$ cat config.mk
export PLATFORM = sky130hd
export DESIGN_NAME = i2s_receiver
export DESIGN_NICKNAME = d
export VERILOG_FILES = /design/src/rtl/audio_pkg.sv /design/src/rtl/i2s_pin_sync.sv /design/src/rtl/i2s_receiver.sv
export SDC_FILE = /design/constraint.sdc
export NUM_CORES = 1
export LEC_CHECK = 0
export CORE_ASPECT_RATIO = 1.1
export CORE_MARGIN = 5
export CORE_UTILIZATION = 40
export DETAILED_ROUTE_END_ITERATION = 10
export SLEW_MARGIN = 5
export SYNTH_ARGS = -nofsm -noshare
export SYNTH_HDL_FRONTEND = slang
export SYNTH_SLANG_ARGS = --single-unit
$ cat constraint.sdc
create_clock -name MCLK -period 4.85 [get_ports MCLK]
set_input_delay 0.97 -clock MCLK [delete_from_list [all_inputs] [get_ports MCLK]]
set_output_delay 0.97 -clock MCLK [all_outputs]
set_load 0.01 [all_outputs]
$ cat src/rtl/audio_pkg.sv
// Shared audio definitions: default word width, receiver FSM states and
// the bit-counter width rule used by the I2S receiver.
package audio_pkg;

  localparam int WIDTH_DEF = 16;

  typedef enum logic [1:0] {
    sIdle,
    sLeft,
    sRight
  } state_t;

  // The counter must reach WIDTH itself so it can saturate there.
  function automatic int bitcnt_w(input int width);
    return $clog2(width + 1);
  endfunction

endpackage

$ cat src/rtl/i2s_pin_sync.sv
// Synchronizer for one asynchronous I2S pin, plus a history flop that
// yields a single-cycle rising-edge strobe on the synchronized level.
module i2s_pin_sync #(
  parameter int STAGES = 2
) (
  input  logic MCLK,
  input  logic reset,
  input  logic pin,
  output logic level,
  output logic rise
);

  logic [STAGES-1:0] sync_q;
  logic              hist_q;

  always_ff @(posedge MCLK) begin
    if (reset) begin
      sync_q <= '0;
      hist_q <= 1'b0;
    end else begin
      // NOTE: non-blocking assignments move the value one stage per clock.
      sync_q[0] <= pin;
      for (int i = 1; i < STAGES; i++) sync_q[i] <= sync_q[i-1];
      hist_q <= sync_q[STAGES-1];
    end
  end

  assign level = sync_q[STAGES-1];
  assign rise  = sync_q[STAGES-1] & ~hist_q;

endmodule

$ cat src/rtl/i2s_receiver.sv
// I2S stereo receiver: synchronizes the pins, deserializes left/right words
// and presents each complete frame through a valid/ready holding stage.
module i2s_receiver
  import audio_pkg::*;
#(
  parameter int WIDTH       = WIDTH_DEF,
  parameter int SYNC_STAGES = 2
) (
  input  logic             MCLK,
  input  logic             reset,
  input  logic             onOff,
  input  logic             SCLK,
  input  logic             LRCLK,
  input  logic             SD,
  output logic [WIDTH-1:0] left_sample,
  output logic [WIDTH-1:0] right_sample,
  output logic             sample_valid,
  input  logic             sample_ready,
  output logic             overrun
);

  localparam int CW = bitcnt_w(WIDTH);

  logic bit_stb, ws, sd;
  logic lr_rise_unused, sd_rise_unused;

  i2s_pin_sync #(.STAGES(SYNC_STAGES)) u_sclk (
    .MCLK(MCLK), .reset(reset), .pin(SCLK), .level(), .rise(bit_stb)
  );
  i2s_pin_sync #(.STAGES(SYNC_STAGES)) u_lrclk (
    .MCLK(MCLK), .reset(reset), .pin(LRCLK), .level(ws), .rise(lr_rise_unused)
  );
  i2s_pin_sync #(.STAGES(SYNC_STAGES)) u_sd (
    .MCLK(MCLK), .reset(reset), .pin(SD), .level(sd), .rise(sd_rise_unused)
  );

  state_t           state;
  logic [CW-1:0]    bitcnt, cnt_next;
  logic [WIDTH-1:0] shreg, sh_next, word;
  logic [WIDTH-1:0] left_hold, right_word;
  logic             ws_d, emit;

  // Shift a word of n bits (held in the LSBs) up to the MSB end.
  function automatic logic [WIDTH-1:0] left_justify(input logic [WIDTH-1:0] v,
                                                    input logic [CW-1:0]    n);
    logic [WIDTH-1:0] r;
    r = v;
    for (int i = 0; i < WIDTH; i++)
      if (CW'(i) >= n) r = {r[WIDTH-2:0], 1'b0};
    return r;
  endfunction

  always_comb begin
    // NOTE: defaults first, so every path assigns and no latch is inferred.
    sh_next  = shreg;
    cnt_next = bitcnt;
    if (bitcnt < CW'(WIDTH)) begin
      sh_next  = {shreg[WIDTH-2:0], sd};
      cnt_next = bitcnt + CW'(1);
    end
    word = left_justify(sh_next, cnt_next);
  end

  always_ff @(posedge MCLK) begin
    if (reset) begin
      state      <= sIdle;
      bitcnt     <= '0;
      shreg      <= '0;
      left_hold  <= '0;
      right_word <= '0;
      ws_d       <= 1'b0;
      emit       <= 1'b0;
    end else begin
      emit <= 1'b0;
      if (bit_stb) ws_d <= ws;
      if (!onOff) begin
        state     <= sIdle;
        bitcnt    <= '0;
        shreg     <= '0;
        left_hold <= '0;
      end else if (bit_stb) begin
        case (state)
          sIdle: begin
            // Lock on at the right-to-left boundary only.
            if (ws_d && !ws) begin
              bitcnt <= '0;
              shreg  <= '0;
              state  <= sLeft;
            end
          end
          sLeft, sRight: begin
            if (ws == ws_d) begin
              shreg  <= sh_next;
              bitcnt <= cnt_next;
            end else begin
              // Word-select already flipped: this strobe carries the last bit.
              bitcnt <= '0;
              shreg  <= '0;
              if (state == sLeft) begin
                left_hold <= word;
                state     <= sRight;
              end else begin
                right_word <= word;
                emit       <= 1'b1;
                state      <= sLeft;
              end
            end
          end
          default: state <= sIdle;
        endcase
      end
    end
  end

  always_ff @(posedge MCLK) begin
    if (reset) begin
      left_sample  <= '0;
      right_sample <= '0;
      sample_valid <= 1'b0;
      overrun      <= 1'b0;
    end else if (!onOff) begin
      sample_valid <= 1'b0;
    end else if (emit) begin
      if (!sample_valid || sample_ready) begin
        left_sample  <= left_hold;
        right_sample <= right_word;
        sample_valid <= 1'b1;
      end else begin
        overrun <= 1'b1;
      end
    end else if (sample_valid && sample_ready) begin
      sample_valid <= 1'b0;
    end
  end

endmodule

==> results.cfg <==
[yosys]
ys.flop_type = dfxtp_1
netlist_instances = 887
ys_types = 84
yosys_register_bits = 98
avgSynthCellArea_um2 = 7.29
yosys-top-cells-area = dfxtp_1 30%, nand2_1 7.9%, a21oi_1 7.0%, nor2_1 5.5%, o21ai_0 4.3%
synth_edf_count = 0
yosysMostFrequentCell = nand2_1
ys_seq_area_share_pct = 30.3
synth_top_area_cell = dfxtp_1
async_flop_share_pct = 0
synth_top_area_share_pct = 30.3
netlist_area_um2 = 6470
synth_nets = 900
synth_warnings = 0
synth_common_cells = 136 x nand2_1, 98 x dfxtp_1, 95 x nor2_1, 90 x a21oi_1, 56 x o21ai_0

[clocking]
clkSlewWorstSetupHoldPaths_ps = 70
postCtsHoldBufs = 0
clock_sinks = 98
tritoncts.num_buffers = 9
cts_resized = 0
cts-root-buf = clkbuf_16
clockBufferDepth = 2
clkLatencyLatePin_ps = 360
post_cts_buffers = 0
h-tree-depth = 3
cts_tree = built

[sta]
tightest_slew_ps = 1200
fin_crit_sh_pct = 87.1
slew_headroom_pct = 19.8
rsz0062_at_grt = no
final_hold_viol_count = 0
fin_skew_ps = 12.0
drv_slew = 0
clock.fmax_mhz = 237
min_period_ps = 4220
finalSetupTns_ps = 0
setup_viol = 0

[floorplan]
die_w_um = 131
dieArea_um2 = 18800
io_pins = 41
row_count = 48
die_h_um = 143
core_um2 = 15800
start_util_pct = 41.0

[global_route]
grt_overflow = 0
grt_max_degree = 38
grt_antenna_before_repair = 0
grt_usage_pct = 22.8
grt_pass1_wl_mm = 35.2
grt_pass1_vias = 6397

[place]
placed_area_um2 = 7060
place.port_buffers = 40
post-place-cells = 1091
dpl.hpwl_mm = 16.4
gp_congestion = 0.962

[detailed_routing]
ant_nets = 0
drt_iter0_drc = 891
wl_per_cell_um = 20.0
drc = 0
wirelength_mm = 22.1
vias_per_cell = 6.32
dr.pass1.iters = 9
vias = 6991

[final_layout]
antenna-diode-count = 0
layout-drive-gt1-share_pct = 8.82
seq_area_um2 = 1960
nFillCells = 1642
finalNonFillerCells = 1107
multi_input_area_um2 = 4180
fin_nets = 915
postLayoutCellArea_um2 = 7410
synthToLayoutAreaGrowth_pct = 14.6

[worst_hold_path]
hold_class = reg -> reg
min_path_cells = 1

[critical_path]
endpoint = right_word[14]$_SDFFE_PP0P_
rr_endpoint = right_word[14]$_SDFFE_PP0P_
critPathMaxFanout = 17
rr_startpoint = bitcnt[0]$_SDFFE_PP0P_
r2r_cells = 12
setup.worst_path.end_class = register
setup.worst_path.start_class = register
worstPathRequired_ps = 5120
worst-r2r-setup-slack_ps = 630
arrival_ps = 4490
crit_type = reg -> reg
crit_path_start = bitcnt[0]$_SDFFE_PP0P_

[outcome]
status = finished, final reports clean

[job]
maxCapViolCount = 0

[power_and_ir_drop]
ir_drop_uv = 158
power-per-cell-area_nw_per_um2 = 227
leakagePower_nw = 2.47
-- registers in the layout, indices dropped and copies added (netlist names) --
signal and flops:
bitcnt 5, emit 1, left_hold 16, left_sample 16, overrun 1, right_sample 16
right_word 16, sample_valid 1, shreg 16, state 2, u_lrclk.sync_q 2, u_sclk.hist_q 1
u_sclk.sync_q 2, u_sd.sync_q 2, ws_d 1
-- logic make-up (layout without fill, tap and decap cells) --
logic type      after synthesis  in the layout  share of synthesized area [%]
xor+xnor                      3              3                          0.406
fa+ha+maj                     6              6                           1.16
flops                        98             98                           30.3
mux                          21             21                           3.42
compound gates              334            334                           35.0
simple gates                345            345                           24.5
buf+inv                      80            100                           5.20
-- report_power, final --
part,switching (mW),internal [mW]
registers,0.00162,0.807
logic,0.0206,0.00956
clock network,0.337,0.510
-- layout make-up --
class | instances | area share [%]
multi-input cells | 709 | 56.5
flip-flops and latches | 98 | 26.5
repair buffers | 68 | 8.17
well taps | 200 | 3.38
clock buffers | 9 | 3.04
clock inverters | 7 | 1.67
inverters | 16 | 0.810
-- worst min-delay path by stage --
stage / from / to / slack, ps
2_1_floorplan: u_lrclk.sync_q[0]$_SDFF_PP0_ / u_lrclk.sync_q[1]$_SDFF_PP0_ / 410
6_report: u_sclk.sync_q[0]$_SDFF_PP0_ / u_sclk.sync_q[1]$_SDFF_PP0_ / 440
3_3_place_gp: u_sclk.sync_q[0]$_SDFF_PP0_ / u_sclk.sync_q[1]$_SDFF_PP0_ / 420
5_1_grt: u_sclk.sync_q[0]$_SDFF_PP0_ / u_sclk.sync_q[1]$_SDFF_PP0_ / 460
4_1_cts: u_sclk.sync_q[0]$_SDFF_PP0_ / u_sclk.sync_q[1]$_SDFF_PP0_ / 450
3_5_place_dp: u_lrclk.sync_q[0]$_SDFF_PP0_ / u_lrclk.sync_q[1]$_SDFF_PP0_ / 430
-- worst max-delay path: stages, from the launching register on --
cell and delay, ps:
dfxtp_1 330, ha_1 510, and3b_1 540, o211ai_1 170, a21boi_1 550, a2111oi_1 210
nor4_1 590, nand2_1 140, a221oi_1 430, o311a_1 240, a221o_1 110, a21oi_1 80
a211oi_1 230
-- placed cells by master, fill, tap and decap left out, drive strengths merged, types with 4 or more instances in the layout --
cell and n:
clkbuf 9, nor4 5, a211o 4, a21oi 92, ha 6, or3 6, o2111ai 8, and2 5
or2 5, nand2b 17, nor2 97, o32ai 4, mux2i 15, dfxtp 98, nand2 136, a31oi 17
o22ai 15, a211oi 21, a22oi 21, nand3 17, clkdlybuf4s50 39, a32oi 4, mux2 6, a2bb2oi 4
a311oi 6, nor3 25, inv 18, buf 29, a221oi 6, o221ai 9, nor2b 13, o21ai 67
nand4 4, o211ai 18, o21a 4
-- through the flow --
step	utilization (%)	setup slack, ps	hold slack (ps)	total power, mW
after global placement	44.7	728	421	0.857
final	46.9	628	443	1.69
after global routing	46.9	348	465	1.75
after detailed placement	44.7	766	434	0.857
after CTS	46.9	752	449	1.70
after floorplan	-	1420	414	0.845
-- layer usage --
layer | vias to the layer above | GRT usage (%) | wire [µm]
li1 | 3319 | - | -
met1 | 3248 | 28.1 | 9110
met2 | 346 | 39.8 | 10600
met3 | 78 | 4.34 | 1580
met4 | 0 | 8.83 | 861
met5 | - | 0 | 0
No activity file was read; power rests on OpenSTA's default activity.
